==> src/rtl/uart_rx_param.sv <==
// uart_rx_param: parametrised UART receiver.
// A 2-flop synchroniser feeds a bit-timed IDLE/START/DATA/PARITY/STOP/DONE FSM.
// Each completed frame goes into a valid/ready holding register with per-frame error flags.
// Optional feature macro: UART_RX_MAJORITY_EN. When it is defined, every bit is decided by
// a 2-of-3 vote over three adjacent samples. Otherwise a single mid-bit sample decides it.
module uart_rx_param #(
    parameter int CLK_DIV     = 16,
    parameter int DATA_BITS   = 8,
    parameter int PARITY_MODE = 2,
    parameter int STOP_BITS   = 1
) (
    input  logic                 sys_clk,
    input  logic                 rst,
    input  logic                 serial_data_in,
    output logic [DATA_BITS-1:0] rx_data,
    output logic                 rx_valid,
    input  logic                 rx_ready,
    output logic                 parity_err,
    output logic                 frame_err,
    output logic                 overrun,
    output logic                 busy
);

    localparam int CW = $clog2(CLK_DIV);
    localparam logic [CW-1:0] CNT_ZERO = {CW{1'b0}};
    localparam logic [CW-1:0] CNT_ONE  = CW'(1);
    localparam logic [CW-1:0] CNT_MID  = CW'(CLK_DIV / 2 - 1);
    localparam logic [CW-1:0] CNT_LAST = CW'(CLK_DIV - 1);
    localparam logic [3:0]    IDX_DATA_LAST = 4'(DATA_BITS - 1);
    localparam logic [3:0]    IDX_STOP_LAST = 4'(STOP_BITS - 1);

    typedef enum logic [2:0] {
        ST_IDLE   = 3'd0,
        ST_START  = 3'd1,
        ST_DATA   = 3'd2,
        ST_PARITY = 3'd3,
        ST_STOP   = 3'd4,
        ST_DONE   = 3'd5
    } state_t;

    // 2-of-3 majority vote
    function automatic logic maj3(input logic a, input logic b, input logic c);
        maj3 = (a & b) | (a & c) | (b & c);
    endfunction

    // Parity error for a received word and its parity bit under the configured mode
    function automatic logic parity_error(input logic [DATA_BITS-1:0] data, input logic pbit);
        logic x;
        x = (^data) ^ pbit;
        case (PARITY_MODE)
            1:       parity_error = x;
            2:       parity_error = ~x;
            default: parity_error = 1'b0;
        endcase
    endfunction

    state_t                 state_q, state_d;
    logic [CW-1:0]          cnt_q, cnt_d;
    logic [3:0]             idx_q, idx_d;
    logic [DATA_BITS-1:0]   shift_q, shift_d;
    logic                   pbit_q, pbit_d;
    logic                   ferr_q, ferr_d;
    logic                   sync1_q, sync2_q, line_prev_q;
    logic [DATA_BITS-1:0]   rx_data_q;
    logic                   rx_valid_q, parity_err_q, frame_err_q, overrun_q, busy_q;
    logic                   line_s, fall_s, sample_s;

    assign line_s = sync2_q;
    assign fall_s = line_prev_q & ~line_s;

`ifdef UART_RX_MAJORITY_EN
    // The vote takes three consecutive samples around the decision point. sync1_q is one
    // cycle ahead of the line and line_prev_q is one cycle behind it. This keeps the
    // decision cycle, and therefore the latency, the same as the single-sample build.
    assign sample_s = maj3(line_prev_q, line_s, sync1_q);
`else
    assign sample_s = line_s;
`endif

    assign rx_data    = rx_data_q;
    assign rx_valid   = rx_valid_q;
    assign parity_err = parity_err_q;
    assign frame_err  = frame_err_q;
    assign overrun    = overrun_q;
    assign busy       = busy_q;

    // Synchronise the serial pin and keep the previous line value for edge detection
    always_ff @(posedge sys_clk or posedge rst) begin
        if (rst) begin
            sync1_q     <= 1'b1;
            sync2_q     <= 1'b1;
            line_prev_q <= 1'b1;
        end else begin
            sync1_q     <= serial_data_in;
            sync2_q     <= sync1_q;
            line_prev_q <= sync2_q;
        end
    end

    // Next-state logic for the frame FSM, the bit timer and the sampling datapath
    always_comb begin
        state_d = state_q;
        cnt_d   = cnt_q + CNT_ONE;
        idx_d   = idx_q;
        shift_d = shift_q;
        pbit_d  = pbit_q;
        ferr_d  = ferr_q;
        case (state_q)
            ST_IDLE: begin
                cnt_d = CNT_ZERO;
                idx_d = 4'd0;
                if (fall_s) begin
                    state_d = ST_START;
                    ferr_d  = 1'b0;
                end else begin
                    state_d = ST_IDLE;
                end
            end
            ST_START: begin
                if (cnt_q == CNT_MID) begin
                    cnt_d = CNT_ZERO;
                    if (sample_s) begin
                        state_d = ST_IDLE;
                    end else begin
                        state_d = ST_DATA;
                    end
                end else begin
                    state_d = ST_START;
                end
            end
            ST_DATA: begin
                if (cnt_q == CNT_LAST) begin
                    cnt_d   = CNT_ZERO;
                    shift_d = {sample_s, shift_q[DATA_BITS-1:1]};
                    if (idx_q == IDX_DATA_LAST) begin
                        idx_d   = 4'd0;
                        state_d = (PARITY_MODE != 0) ? ST_PARITY : ST_STOP;
                    end else begin
                        idx_d = idx_q + 4'd1;
                    end
                end else begin
                    state_d = ST_DATA;
                end
            end
            ST_PARITY: begin
                if (cnt_q == CNT_LAST) begin
                    cnt_d   = CNT_ZERO;
                    pbit_d  = sample_s;
                    idx_d   = 4'd0;
                    state_d = ST_STOP;
                end else begin
                    state_d = ST_PARITY;
                end
            end
            ST_STOP: begin
                if (cnt_q == CNT_LAST) begin
                    cnt_d = CNT_ZERO;
                    // A low stop bit is remembered, and sampling still runs through every stop bit
                    if (!sample_s) begin
                        ferr_d = 1'b1;
                    end else begin
                        ferr_d = ferr_q;
                    end
                    if (idx_q == IDX_STOP_LAST) begin
                        idx_d   = 4'd0;
                        state_d = ST_DONE;
                    end else begin
                        idx_d = idx_q + 4'd1;
                    end
                end else begin
                    state_d = ST_STOP;
                end
            end
            ST_DONE: begin
                cnt_d   = CNT_ZERO;
                state_d = ST_IDLE;
            end
            default: begin
                cnt_d   = CNT_ZERO;
                idx_d   = 4'd0;
                state_d = ST_IDLE;
            end
        endcase
    end

    // FSM state, bit timer and sampling datapath registers
    always_ff @(posedge sys_clk or posedge rst) begin
        if (rst) begin
            state_q <= ST_IDLE;
            cnt_q   <= CNT_ZERO;
            idx_q   <= 4'd0;
            shift_q <= {DATA_BITS{1'b0}};
            pbit_q  <= 1'b0;
            ferr_q  <= 1'b0;
        end else begin
            state_q <= state_d;
            cnt_q   <= cnt_d;
            idx_q   <= idx_d;
            shift_q <= shift_d;
            pbit_q  <= pbit_d;
            ferr_q  <= ferr_d;
        end
    end

    // Holding register: commit on DONE, drop with an overrun pulse if the held word is unaccepted
    always_ff @(posedge sys_clk or posedge rst) begin
        if (rst) begin
            rx_data_q    <= {DATA_BITS{1'b0}};
            rx_valid_q   <= 1'b0;
            parity_err_q <= 1'b0;
            frame_err_q  <= 1'b0;
            overrun_q    <= 1'b0;
            busy_q       <= 1'b0;
        end else begin
            overrun_q <= 1'b0;
            busy_q    <= (state_d != ST_IDLE);
            if (state_q == ST_DONE) begin
                if (!rx_valid_q || rx_ready) begin
                    rx_data_q    <= shift_q;
                    parity_err_q <= parity_error(shift_q, pbit_q);
                    frame_err_q  <= ferr_q;
                    rx_valid_q   <= 1'b1;
                end else begin
                    overrun_q <= 1'b1;
                end
            end else if (rx_valid_q && rx_ready) begin
                rx_valid_q <= 1'b0;
            end else begin
                rx_valid_q <= rx_valid_q;
            end
        end
    end

endmodule

==> config.mk <==
export PLATFORM = sky130hd
export DESIGN_NAME = uart_rx_param
export DESIGN_NICKNAME = d
export VERILOG_FILES = /design/src/rtl/uart_rx_param.sv
export SDC_FILE = /design/constraint.sdc
export NUM_CORES = 1
export LEC_CHECK = 0
export CORE_MARGIN = 4
export CORE_UTILIZATION = 58
export CTS_BUF_LIST = sky130_fd_sc_hd__clkbuf_8
export DETAILED_ROUTE_END_ITERATION = 7
export PLACE_DENSITY_LB_ADDON = 0.2
export SETUP_SLACK_MARGIN = 0.3
export SLEW_MARGIN = 20
export SYNTH_ARGS = -nofsm -noshare
export SYNTH_HDL_FRONTEND = slang
export SYNTH_SLANG_ARGS = --single-unit
export TNS_END_PERCENT = 30
==> constraint.sdc <==
create_clock -name sys_clk -period 1.8 [get_ports sys_clk]
set_input_delay 0.27 -clock sys_clk [delete_from_list [all_inputs] [get_ports sys_clk]]
set_output_delay 0.27 -clock sys_clk [all_outputs]
set_load 0.005 [all_outputs]
==> impl_metrics.xml <==
<?xml version="1.0" encoding="UTF-8"?>
<metrics>
  <group name="detailed_routing">
    <metric name="wl_per_cell" unit="um">17.5</metric>
    <metric name="drt-pass1-iter-count" unit="">4</metric>
    <metric name="post_drt_via_cell_ratio" unit="">5.83</metric>
    <metric name="drtAntennaViolNets" unit="">0</metric>
    <metric name="route.final.wire_length" unit="um">3630</metric>
    <metric name="drtIter0Drc" unit="">63</metric>
    <metric name="vias" unit="">1206</metric>
    <metric name="remaining_drc_errors" unit="">0</metric>
  </group>
  <group name="sta">
    <metric name="slew_margin_rel" unit="">0.699</metric>
    <metric name="finalSetupTns" unit="ns">0</metric>
    <metric name="worst-slew-pin-transition" unit="ns">0.451</metric>
    <metric name="final.period_utilization" unit="">0.904</metric>
    <metric name="report.final.slew_viol_count" unit="">0</metric>
    <metric name="setup-violations-final" unit="">0</metric>
    <metric name="grt_setup_unrepaired" unit="">yes</metric>
    <metric name="hold_viol_final" unit="">0</metric>
    <metric name="f_max" unit="MHz">615</metric>
    <metric name="timing.clock.skew" unit="ns">0.0115</metric>
    <metric name="final.hold.worst_slack" unit="ns">0.360</metric>
    <metric name="fin_crit" unit="ns">1.63</metric>
  </group>
  <group name="place">
    <metric name="place.detailed.hpwl" unit="um">2210</metric>
    <metric name="io_buffer_count" unit="">16</metric>
    <metric name="placer_congestion_estimate" unit="">0.843</metric>
    <metric name="dp.cells" unit="">190</metric>
    <metric name="postPlaceCellArea" unit="mm2">0.00196</metric>
  </group>
  <group name="critical_path">
    <metric name="worst-path-max-fanout" unit="">3</metric>
    <metric name="startpoint_type" unit="">flip-flop</metric>
    <metric name="timing.rr.start" unit="">idx_q[0]</metric>
    <metric name="cp_cell_sequence" unit="">inv_1, ha_2, nand2b_1, o22a_1, o41ai_2, a22o_1, or3_1</metric>
    <metric name="total_buffers_and_inverters_traversed_by_the_critical_path" unit="">1</metric>
    <metric name="path_class" unit="">flip-flop to flip-flop</metric>
    <metric name="cpPeakStageDelay" unit="ns">0.39</metric>
    <metric name="timing.critical_path.max_delay_family" unit="">compound AO/OA/AOI/OAI gates</metric>
    <metric name="slowest_cell_on_the_critical_path" unit="">dfrtp_1</metric>
    <metric name="endpoint_kind" unit="">flip-flop</metric>
    <metric name="crit_start" unit="">idx_q[0]</metric>
    <metric name="critical_path_required" unit="ns">1.97</metric>
    <metric name="cp.arrival" unit="ns">1.79</metric>
  </group>
  <group name="die">
    <metric name="fp.dieArea" unit="mm2">0.00391</metric>
    <metric name="die-height" unit="um">62.6</metric>
    <metric name="pin_count" unit="">17</metric>
    <metric name="initial_util" unit="">0.616</metric>
    <metric name="die_width" unit="um">62.6</metric>
    <metric name="placeableCoreArea" unit="mm2">0.00281</metric>
    <metric name="row_count" unit="">19</metric>
  </group>
  <group name="cells_and_area">
    <metric name="design.final.nets" unit="">182</metric>
    <metric name="flow.area_growth_from_synthesis" unit="%">26.7</metric>
    <metric name="fillers" unit="">172</metric>
    <metric name="layout.core_utilization" unit="">0.780</metric>
    <metric name="antenna_cells_inserted" unit="">0</metric>
    <metric name="post_route_cells_drive_above_1_share" unit="">0.330</metric>
    <metric name="design_area" unit="mm2">0.00219</metric>
    <metric name="finished_layout_cells" unit="">207</metric>
  </group>
  <group name="clock_network">
    <metric name="tritoncts" unit="">built</metric>
    <metric name="clock-sinks" unit="">37</metric>
    <metric name="worstSkewPairLatency" unit="ns">0.29</metric>
    <metric name="cts_hold_buffers" unit="">0</metric>
    <metric name="cts.path.max_buffers" unit="">2</metric>
    <metric name="clock_tree.htree_level_count" unit="">2</metric>
    <metric name="cts_root_buffer" unit="">clkbuf_8</metric>
    <metric name="cts_inserted_buffers" unit="">5</metric>
    <metric name="worst_setup_hold_path_clk_slew" unit="ns">0.07</metric>
  </group>
  <group name="logic_synthesis">
    <metric name="synth.lib_cells_used.distinct" unit="">33</metric>
    <metric name="synth_nets" unit="">149</metric>
    <metric name="synth_edf_count" unit="">0</metric>
    <metric name="ys_top_cells_by_area" unit="">dfrtp_1 49%, mux2_2 12%, dfstp_2 4.6%</metric>
    <metric name="synthDominantAreaCellType" unit="">dfrtp_1</metric>
    <metric name="synth.ff_latch_count" unit="">37</metric>
    <metric name="synthesis.yosys.warnings" unit="">0</metric>
    <metric name="post-synth-top-area-fraction" unit="">0.493</metric>
    <metric name="syn_area_per_cell" unit="um2">12.2</metric>
    <metric name="synth.cells.most_frequent" unit="">34 x dfrtp_1, 19 x mux2_2, 10 x nand2_1, 10 x nor2_1</metric>
    <metric name="post_synthesis_cell_area" unit="mm2">0.00173</metric>
    <metric name="postSynth.topFlopCell" unit="">dfrtp_1</metric>
    <metric name="synth_async_sr_flop_share" unit="">1.00</metric>
    <metric name="yosysSeqAreaShare" unit="">0.538</metric>
    <metric name="post-synth-top-count-cell" unit="">dfrtp_1</metric>
    <metric name="synth_cells" unit="">142</metric>
  </group>
  <group name="power">
    <metric name="power.density" unit="mW/mm2">1030</metric>
    <metric name="peakVddDrop" unit="mV">0.872</metric>
    <metric name="power.leakage" unit="uW">0.00101</metric>
  </group>
  <group name="grt">
    <metric name="grt_pass1_vias" unit="">1236</metric>
    <metric name="grt_antenna_before_repair" unit="">0</metric>
    <metric name="first_pass_grt_wire_length" unit="um">5880</metric>
    <metric name="globalRoute.totalOverflow" unit="">0</metric>
    <metric name="grt_util_all_layers" unit="">0.193</metric>
    <metric name="grt_max_degree" unit="">38</metric>
  </group>
  <group name="min_path">
    <metric name="type_of_the_most_critical_hold_path" unit="">flip-flop to flip-flop</metric>
    <metric name="hold_start" unit="">sync1_q</metric>
  </group>
  <group name="status">
    <metric name="status" unit="">finished, final reports clean</metric>
  </group>
  <group name="run">
    <metric name="max_cap_violations" unit="">0</metric>
  </group>
</metrics>
==> registers in the layout (all words and copies together), names as in the netlist <==
| signal | count |
|---|---|
| rx_data | 8 |
| shift_q | 8 |
| cnt_q | 4 |
| idx_q | 4 |
| state_q | 3 |
| busy | 1 |
| ferr_q | 1 |
| frame_err | 1 |
| line_prev_q | 1 |
| line_s | 1 |
| overrun | 1 |
| parity_err | 1 |
| pbit_q | 1 |
| rx_valid | 1 |
| sync1_q | 1 |
==> per-stage QoR <==
stage	total power (uW)	setup WS [ns]
2_1_floorplan	1450	0.300
3_3_place_gp	1540	0.158
5_1_grt	2380	0.131
3_5_place_dp	1590	0.0961
4_1_cts	2210	0.205
6_report	2260	0.173
==> logic make-up after synthesis <==
kind of cell             Yosys count  share of synthesized area
flip-flops                        37                      0.538
XOR/XNOR                          12                     0.0609
adder cells (fa/ha/maj)            3                     0.0217
multiplexers                      19                      0.124
buffers and inverters              9                     0.0283
AO/OA/AOI/OAI                     23                      0.101
AND/OR/NAND/NOR                   39                      0.125
==> placed cells by master, fill, tap and decap left out, types with 2 or more instances in the layout <==
cell type	Yosys	final
dfrtp_1	34	31
clkdlybuf4s50_1	0	16
mux2_2	19	12
buf_4	4	11
nor2_1	10	10
xnor2_1	8	8
nand2_1	10	8
inv_1	5	7
mux2_4	0	7
clkbuf_8	0	6
o21ai_0	8	5
xor2_1	4	4
nand3b_1	4	4
a22o_1	4	4
nand2b_1	3	3
a21oi_1	3	3
o21ai_1	0	3
dfstp_2	3	3
dfrtp_2	0	3
nand2_2	0	2
nand3_1	2	2
ha_2	0	2
buf_6	0	2
==> routing by layer <==
layer  part of all wire  GRT usage  routed length, um
met1               0.42      0.238               1520
met2               0.52      0.322               1890
met5                  0          0                  0
met4              0.018     0.0716                 65
met3              0.039     0.0540                143
==> layout make-up <==
type                       instances  area [um2]  area share
clock buffer                       6        82.6      0.0377
clock inverter                     2        7.51     0.00343
inverter                           5        18.8     0.00858
multi-input combinational         96         822       0.376
sequential                        37         933       0.427
tap                               31        38.8      0.0177
timing repair buffer              30         285       0.130
==> worst paths after layout <==
check / slack [ns] / depth (start not counted) / end
worst max-delay path: 0.17 / 7 / busy
worst min-delay path: 0.36 / 0 / line_s
worst max register to register: 0.17 / 7 / busy
worst min register to register: 0.36 / 0 / line_s
max in group asynchronous: 1.06 / 3 / sync1_q
min in group asynchronous: 0.39 / 3 / shift_q[0]
==> power breakdown <==
part	internal, uW	total, uW	leakage (uW)	switching [uW]
clock network	300	571	0.0000538	270
registers	919	1070	0.000491	149
logic	308	620	0.000463	312
total	1530	2260	0.00101	731
==> repair_timing <==
action	CTS	global route
resized for setup	11	12
pin swaps	6	5
buffers inserted	5	4
setup endpoints to repair	24	27
Power figures use the tool's default switching activity.
